===== src/rtl/ext_bus_pkg.sv =====
// Shared definitions for the external bus arbiter: state encoding, default
// bus widths and master indices.
package ext_bus_pkg;

  localparam int ADDR_W_DEF = 12;
  localparam int DATA_W_DEF = 4;

  localparam logic M_CPU = 1'b0;
  localparam logic M_DBG = 1'b1;

  typedef enum logic [1:0] {
    IDLE   = 2'd0,
    SETUP  = 2'd1,
    ACCESS = 2'd2,
    DONE   = 2'd3
  } state_t;

endpackage


===== src/rtl/ext_bus_arbiter_rr.sv =====
// Two-input round-robin picker; the master that did not win last time has
// priority when both request.
module rr_arbiter2
  import ext_bus_pkg::*;
(
  input  logic clk,
  input  logic rst,
  input  logic i_req0,
  input  logic i_req1,
  input  logic i_update,
  output logic o_any,
  output logic o_winner
);

  logic r_last_grant;

  assign o_any    = i_req0 | i_req1;
  assign o_winner = (i_req0 && i_req1) ? ~r_last_grant : i_req1;

  // After reset the debug port counts as last served, so the CPU wins first.
  always_ff @(posedge clk or posedge rst) begin
    if (rst) begin
      r_last_grant <= M_DBG;
    end else if (i_update && o_any) begin
      r_last_grant <= o_winner;
    end
  end

endmodule


===== src/rtl/ext_bus_arbiter.sv =====
// Shares the multiplexed external bus between the CPU and the debug/loader
// port, running one SETUP/ACCESS/DONE transaction at a time.
module ext_bus_arbiter
  import ext_bus_pkg::*;
#(
  parameter int ADDR_W      = ADDR_W_DEF,
  parameter int DATA_W      = DATA_W_DEF,
  parameter int WAIT_CYCLES = 2
) (
  input  logic              clk,
  input  logic              rst,
  input  logic              m0_req,
  input  logic              m0_we,
  input  logic [ADDR_W-1:0] m0_addr,
  input  logic [DATA_W-1:0] m0_wdata,
  output logic [DATA_W-1:0] m0_rdata,
  output logic              m0_ack,
  input  logic              m1_req,
  input  logic              m1_we,
  input  logic [ADDR_W-1:0] m1_addr,
  input  logic [DATA_W-1:0] m1_wdata,
  output logic [DATA_W-1:0] m1_rdata,
  output logic              m1_ack,
  output logic [ADDR_W-1:0] bus_addr,
  output logic [DATA_W-1:0] bus_data_out,
  output logic              bus_data_oe,
  input  logic [DATA_W-1:0] bus_data_in,
  output logic              busy,
  output logic              grant_id
);

  localparam logic [3:0] LP_CNT_LOAD = 4'(WAIT_CYCLES - 1);

  state_t     r_state;
  logic [3:0] r_cnt;
  logic       r_we;
  logic       w_any;
  logic       w_winner;
  logic       w_grant;

  assign w_grant = (r_state == IDLE) && w_any;
  assign busy    = (r_state != IDLE);

  rr_arbiter2 u_rr (
    .clk      (clk),
    .rst      (rst),
    .i_req0   (m0_req),
    .i_req1   (m1_req),
    .i_update (w_grant),
    .o_any    (w_any),
    .o_winner (w_winner)
  );

  // Bus pins are loaded at grant so they are already stable during SETUP.
  always_ff @(posedge clk or posedge rst) begin
    if (rst) begin
      r_state      <= IDLE;
      r_cnt        <= '0;
      r_we         <= 1'b0;
      grant_id     <= M_CPU;
      bus_addr     <= '0;
      bus_data_out <= '0;
      bus_data_oe  <= 1'b0;
      m0_rdata     <= '0;
      m1_rdata     <= '0;
      m0_ack       <= 1'b0;
      m1_ack       <= 1'b0;
    end else begin
      m0_ack <= 1'b0;
      m1_ack <= 1'b0;
      case (r_state)
        IDLE: begin
          if (w_any) begin
            grant_id     <= w_winner;
            r_we         <= w_winner ? m1_we    : m0_we;
            bus_addr     <= w_winner ? m1_addr  : m0_addr;
            bus_data_out <= w_winner ? m1_wdata : m0_wdata;
            bus_data_oe  <= w_winner ? m1_we    : m0_we;
            r_state      <= SETUP;
          end
        end
        SETUP: begin
          r_cnt   <= LP_CNT_LOAD;
          r_state <= ACCESS;
        end
        ACCESS: begin
          if (r_cnt == 4'd0) begin
            if (!r_we) begin
              if (grant_id == M_DBG) m1_rdata <= bus_data_in;
              else                   m0_rdata <= bus_data_in;
            end
            // Release the data pins one cycle before the bus is handed on.
            bus_data_oe <= 1'b0;
            m0_ack      <= (grant_id == M_CPU);
            m1_ack      <= (grant_id == M_DBG);
            r_state     <= DONE;
          end else begin
            r_cnt <= r_cnt - 4'd1;
          end
        end
        DONE: begin
          r_state <= IDLE;
        end
        default: r_state <= IDLE;
      endcase
    end
  end

endmodule


===== config.mk =====
export PLATFORM = sky130hd
export DESIGN_NAME = ext_bus_arbiter
export DESIGN_NICKNAME = d
export VERILOG_FILES = /design/src/rtl/ext_bus_pkg.sv /design/src/rtl/ext_bus_arbiter_rr.sv /design/src/rtl/ext_bus_arbiter.sv
export SDC_FILE = /design/constraint.sdc
export NUM_CORES = 1
export LEC_CHECK = 0
export CAP_MARGIN = 20
export CORE_ASPECT_RATIO = 0.8
export CORE_MARGIN = 1.5
export CORE_UTILIZATION = 30
export CTS_BUF_LIST = sky130_fd_sc_hd__clkbuf_4 sky130_fd_sc_hd__clkbuf_8
export DETAILED_ROUTE_END_ITERATION = 10
export SETUP_SLACK_MARGIN = 0.3
export SLEW_MARGIN = 40
export SYNTH_ARGS = -nofsm -noshare
export SYNTH_HDL_FRONTEND = slang
export SYNTH_SLANG_ARGS = --single-unit

===== constraint.sdc =====
create_clock -name clk -period 3.85 [get_ports clk]
set_input_delay 0.385 -clock clk [delete_from_list [all_inputs] [get_ports clk]]
set_output_delay 0.385 -clock clk [all_outputs]
set_load 0.005 [all_outputs]

==> results of run 1 <==
## stage by stage
step | util (%) | instance area [um^2] | instances | hold WS (ns) | power, W
2_1_floorplan | - | 1680 | 145 | 0.455 | 0.00108
3_3_place_gp | 44.9 | 2430 | 275 | 0.462 | 0.00148
3_5_place_dp | 45.2 | 2440 | 275 | 0.473 | 0.00150
4_1_cts | 46.7 | 2520 | 282 | 0.489 | 0.00176
5_1_grt | 46.7 | 2520 | 282 | 0.503 | 0.00189
6_report | 46.7 | 2520 | 282 | 0.481 | 0.00173
## synthesized netlist by cell type (2+ instances only)
| library cell | n |
|---|---|
| nor2_1 | 2 |
| buf_6 | 2 |
| dfrtp_1 | 35 |
| and2_1 | 2 |
| o21ai_0 | 17 |
| nand2b_1 | 2 |
| ha_1 | 4 |
| mux2i_1 | 18 |
| nand2_1 | 21 |
| mux2_2 | 9 |
| o31ai_1 | 2 |
| inv_1 | 7 |
| buf_2 | 3 |
## power by group
group          leakage, nW  internal, W  switching, W  total [W]
Combinational        0.601     0.000480      0.000322   0.000802
Clock               0.0445     0.000130      0.000124   0.000254
Sequential           0.444     0.000563      0.000117   0.000679
Total                 1.09      0.00117      0.000562    0.00173
## layer usage
layer	up-vias	GRT usage, %	wire, um
met5	-	0	0
met1	594	17.1	1690
met2	54	17.8	1510
met4	0	4.84	40
li1	647	-	-
met3	4	5.83	342
## worst min-delay path by stage
stage,start,end,slack (ns),cells after the start
final,bus_addr[6],bus_addr[6],0.48,2
after global routing,bus_addr[11],bus_addr[11],0.50,2
after CTS,bus_data_out[3],bus_data_out[3],0.49,2
after detailed placement,bus_data_out[3],bus_data_out[3],0.47,2
after global placement,bus_addr[3],bus_addr[3],0.46,2
after floorplan,m0_req,u_rr.r_last_grant,0.45,1
## worst max-delay path: cells and delay by family (launching register included)
kind | cells | cell delay [ns]
adder cells (fa/ha/maj) | 1 | 0.38
buffers and inverters | 3 | 0.61
flip-flops | 1 | 0.40
## cell families (layout without fill, tap and decap cells)
| family | after synthesis | count (layout) | share of synthesized area, % |
|---|---|---|---|
| XOR/XNOR | 1 | 1 | 0.523 |
| adder cells (fa/ha/maj) | 4 | 4 | 2.99 |
| buffers and inverters | 14 | 86 | 4.48 |
| flip-flops | 36 | 36 | 53.8 |
| AO/OA/AOI/OAI | 28 | 28 | 10.5 |
| multiplexers | 28 | 28 | 17.5 |
| AND/OR/NAND/NOR | 34 | 34 | 10.2 |
## placed cells by master, fill, tap and decap left out, types with 2 or more instances in the layout
cell type | netlist | routed
mux2_2 | 9 | 9
buf_4 | 1 | 2
mux2i_1 | 18 | 18
nor2_1 | 2 | 2
o31ai_1 | 2 | 2
o21ai_0 | 17 | 17
nand2b_1 | 2 | 2
ha_1 | 4 | 4
and2_1 | 2 | 2
dfrtp_1 | 35 | 35
clkbuf_8 | 0 | 5
inv_1 | 7 | 7
clkdlybuf4s50_1 | 0 | 70
nand2_1 | 21 | 21
## flip-flops by register name, indices dropped and copies added (netlist names)
register	flops
bus_addr	12
bus_data_oe	1
bus_data_out	4
grant_id	1
m0_ack	1
m0_rdata	4
m1_ack	1
m1_rdata	4
r_cnt	4
r_state	2
r_we	1
u_rr.r_last_grant	1
## cell type report
cell class                      count  area, um^2  share of cell area, %
Inverter                            7        26.3                   1.04
Clock buffer                        6        76.3                   3.02
Tap cell                           65        81.3                   3.22
Clock inverter                      1        5.00                  0.198
Sequential cell                    36         902                   35.7
Multi-Input combinational cell     95         717                   28.4
Timing Repair Buffer               72         716                   28.4
==> results.sh, run 1 <==
export IMPL_clock_sinks=36
export IMPL_dieArea_um2=6040
export IMPL_crit_path_max_fanout=9
export IMPL_drt_pre_antenna_iters=4
export IMPL_fin_crit_ns=2.05
export IMPL_num_vias=1299
export IMPL_cts_setup_buffers=0
export IMPL_synthDistinctLibCells=34
export IMPL_grt_max_degree=37
export IMPL_setup_viol=0
export IMPL_cp_required_ns=3.46
export IMPL_synth_edff_count=0
export IMPL_wire_per_inst_um=12.7
export IMPL_yosysTopAreaCell="dfrtp_1"
export IMPL_clk_path_buf_depth=2
export IMPL_core_area_um2=5410
export IMPL_power_density_nw_per_um2=687
export IMPL_syn_area_um2=1680
export IMPL_port_buffers=70
export IMPL_rows=24
export IMPL_viasPerCell=4.61
export IMPL_crit_slowest_cell="clkdlybuf4s50_1"
export IMPL_cp_common_cell="inv_1"
export IMPL_layout_drive_gt1_share_pct=11.1
export IMPL_synth_seq_cells=36
export IMPL_die_w_um=86.6
export IMPL_yosysTopAreaCellShare_pct=52.3
export IMPL_wirelength_mm=3.58
export IMPL_path_class="register to output port"
export IMPL_cts_resized=0
export IMPL_rrSetupSlack_ns=1.83
export IMPL_status="complete, no violations"
export IMPL_async_flop_share_pct=100
export IMPL_initial_utilization_pct=31.0
export IMPL_synth_flop_cell="dfrtp_1"
export IMPL_cts_root_buf="clkbuf_8"
export IMPL_io_pins=71
export IMPL_cap_violations=0
export IMPL_synthTopCellsByArea="dfrtp_1 (52%), mux2i_1 (11%), mux2_2 (6.0%)"
export IMPL_drt_iter0_drc=35
export IMPL_fmax_ghz=0.487
export IMPL_grt_overflow=0
export IMPL_worstHoldPathType="register to register"
export IMPL_setup_slack_ns=1.80
export IMPL_pre_cts_ws_ns=1.57
export IMPL_cts_max_level=2
export IMPL_area_growth_pct=50.6
export IMPL_clk_pin_slew_ns=0.07
export IMPL_cts_buffers=5
export IMPL_cpPeakStageDelay_ns=0.45
export IMPL_diodes=0
export IMPL_r2r_start="r_state[0]"
export IMPL_finalMaxSlewViolations=0
export IMPL_place_hpwl_mm=2.69
export IMPL_ir_drop_v=0.000216
export IMPL_cp_start_kind="register"
export IMPL_syn_avg_cell_area_um2=11.6
export IMPL_r2r_end="m0_rdata[3]"
export IMPL_post_route_drc_count=0
export IMPL_slew_headroom_pct=50.6
export IMPL_leakage_nw=1.09
export IMPL_crit_chain="inv_1 > ha_1 > inv_1 > clkdlybuf4s50_1"
export IMPL_die_h_um=69.8
export IMPL_grtUsageTotal_pct=12.7
export IMPL_fin_tns_setup_ns=0
export IMPL_cp_arrival_ns=1.67
export IMPL_yosysSeqAreaShare_pct=53.8
export IMPL_worst_setup_path_end_kind="output port"
export IMPL_ant_nets=0
export IMPL_grt_pass1_vias=1224
export IMPL_hold_violations=0
export IMPL_fin_skew_ns=0.00456
export IMPL_finalNetCount=263
export IMPL_hold_buffers=0
export IMPL_cp_endpoint="busy"
export IMPL_gp_congestion=0.738
export IMPL_antenna_found_initial=0
export IMPL_cts_tree="yes"
export IMPL_cp_startpoint="r_state[0]"
export IMPL_rr_worst_depth=5
export IMPL_fin_crit_sh_pct=53.3
export IMPL_fillCellCount=533
export IMPL_synth_nets=191
export IMPL_clock_latency_ns=0.28
export IMPL_rsz0062_at_grt="false"
export IMPL_ys_warnings_count=0
export IMPL_syn_instance_count=145
export IMPL_worst_slew_pin_slew_ns=0.738
export IMPL_grt_pass1_wl_mm=5.89
Power figures use the tool's default switching activity.
==> run 2, diff against run 1 <==
==> constraint.sdc (replaced) <==
create_clock -name clk -period 2 [get_ports clk]
set_input_delay 0.2 -clock clk [delete_from_list [all_inputs] [get_ports clk]]
set_output_delay 0.2 -clock clk [all_outputs]
set_load 0.005 [all_outputs]
==> results.sh, run 2 (same netlist as run 1, synthesis figures left out) <==
export IMPL_grt_pass1_vias=1306
export IMPL_wire_per_inst_um=12.7
export IMPL_num_vias=1345
export IMPL_dieArea_um2=6040
export IMPL_use_met3_pct=7.86
export IMPL_wirelength_mm=3.71
export IMPL_grt_util_met1_pct=16.8
export IMPL_worstHoldPathType="input pin to asynchronous set/reset pin"
export IMPL_cp_start_kind="register"
export IMPL_initial_utilization_pct=31.0
export IMPL_grt_pass1_wl_mm=6.14
export IMPL_crit_path_max_fanout=4
export IMPL_clock_sinks=36
export IMPL_clk_path_buf_depth=2
export IMPL_p_sw_share_pct=32.0
export IMPL_largest_register_ffs=12
export IMPL_status="complete, no violations"
export IMPL_cts_buffers=5
export IMPL_largest_register="bus_addr"
export IMPL_viasPerCell=4.59
export IMPL_cp_arrival_ns=1.84
export IMPL_stdcell_area_um2=2670
export IMPL_setup_slack_ns=0.320
export IMPL_core_area_um2=5410
export IMPL_power_density_nw_per_um2=1370
export IMPL_grtUsageTotal_pct=13.2
export IMPL_rows=24
export IMPL_place_area_um2=2460
export IMPL_cp_required_ns=2.17
export IMPL_fin_crit_ns=1.68
export IMPL_worst_slew_pin_slew_ns=0.461
export IMPL_fmax_ghz=0.595
export IMPL_pre_cts_ws_ns=0.274
export IMPL_drt_pre_antenna_iters=4
export IMPL_leakage_nw=1.15
export IMPL_clk_pin_slew_ns=0.07
export IMPL_clkPwrFrac_pct=13.5
export IMPL_grt_busiest_layer="met2"
export IMPL_die_h_um=69.8
export IMPL_rr_worst_depth=5
export IMPL_fin_crit_sh_pct=84.0
export IMPL_post_route_drc_count=0
export IMPL_port_buffers=70
export IMPL_gp_congestion=0.738
export IMPL_cts_root_buf="clkbuf_8"
export IMPL_drt_iter0_drc=64
export IMPL_grt_overflow=0
export IMPL_cts_max_level=2
export IMPL_area_growth_pct=59.5
export IMPL_fin_skew_ns=0.00255
export IMPL_clock_latency_ns=0.28
export IMPL_layout_drive_gt1_share_pct=19.3
export IMPL_stdcell_count=293
export IMPL_rsz0062_at_grt="false"
export IMPL_path_class="register to register"
export IMPL_antenna_found_initial=0
export IMPL_finalMaxSlewViolations=0
export IMPL_whs_ns=0.325
export IMPL_final_common_cell="clkdlybuf4s50_1"
export IMPL_die_w_um=86.6
export IMPL_worst_setup_path_end_kind="register"
export IMPL_hold_violations=0
export IMPL_comb_power_share_pct=50.6
export IMPL_dp_cells=278
export IMPL_io_pins=71
export IMPL_finalNetCount=274
export IMPL_slew_headroom_pct=69.2
export IMPL_p_switching_w=0.00117
export IMPL_cap_violations=0
export IMPL_ant_nets=0
export IMPL_fillCellCount=529
export IMPL_cts_tree="yes"
export IMPL_setup_viol=0
export IMPL_grt_max_degree=37
export IMPL_ir_drop_v=0.000460
export IMPL_fin_tns_setup_ns=0
export IMPL_grt_util_met2_pct=19.1
export IMPL_diodes=0
export IMPL_layout_common_cells="clkdlybuf4s50_1 (69), dfrtp_1 (35), nand2_1 (21)"
export IMPL_p_int_w=0.00248
export IMPL_place_hpwl_mm=2.63
export IMPL_seqPwrFrac_pct=35.9
## run 2: final timing paths
kind / startpoint / end / slack (ns)
min in group clk: bus_data_out[1] / bus_data_out[1] / 0.48
max: r_cnt[0] / r_state[1] / 0.32
min: rst / bus_data_out[1] / 0.32
max in group asynchronous: rst / u_rr.r_last_grant / 1.33
max reg2reg: r_cnt[0] / r_state[1] / 0.32
min reg2reg: bus_data_out[1] / bus_data_out[1] / 0.48
## run 2: power groups by stage
| stage | clock, W | combinational, W | sequential (W) |
|---|---|---|---|
| after floorplan | 0 | 0.000778 | 0.00130 |
| after global placement | 0 | 0.00159 | 0.00130 |
| after detailed placement | 0 | 0.00160 | 0.00131 |
| after CTS | 0.000516 | 0.00164 | 0.00131 |
| after global routing | 0.000562 | 0.00203 | 0.00137 |
| final | 0.000492 | 0.00185 | 0.00131 |
## run 2: final cells by class
class | instances | area (um^2) | area share, %
tap | 65 | 81.3 | 3.04
clock inverter | 1 | 5.00 | 0.187
multi-input combinational | 95 | 768 | 28.7
timing repair buffer | 83 | 813 | 30.4
sequential | 36 | 902 | 33.8
clock buffer | 6 | 76.3 | 2.86
inverter | 7 | 26.3 | 0.983
## run 2: what timing repair did
| item | in CTS | in global routing |
|---|---|---|
| hold buffers | 0 | 0 |
| buffers inserted | 0 | 8 |
| gates cloned | 0 | 0 |
| gates resized for setup | 4 | 10 |
| setup endpoints to repair | 2 | 11 |
| pin swaps | 0 | 4 |
## run 2: through the flow
| stage | total power (W) | utilization (%) |
|---|---|---|
| 2_1_floorplan | 0.00208 | - |
| 3_3_place_gp | 0.00289 | 45.6 |
| 3_5_place_dp | 0.00290 | 45.6 |
| 4_1_cts | 0.00347 | 47.5 |
| 5_1_grt | 0.00396 | 49.4 |
| 6_report | 0.00366 | 49.4 |
## run 2: worst max-delay path, cell delays in order (launching register included)
cell and delay [ns]:
dfrtp_1 0.39, inv_2 0.09, ha_4 0.16, or3b_4 0.39
a22oi_2 0.21, mux2_4 0.32
## run 2: metal layers
metal | wire, um | vias up
li1 | - | 672
met1 | 1660 | 613
met2 | 1640 | 55
met3 | 373 | 5
met4 | 36 | 0
met5 | 0 | -
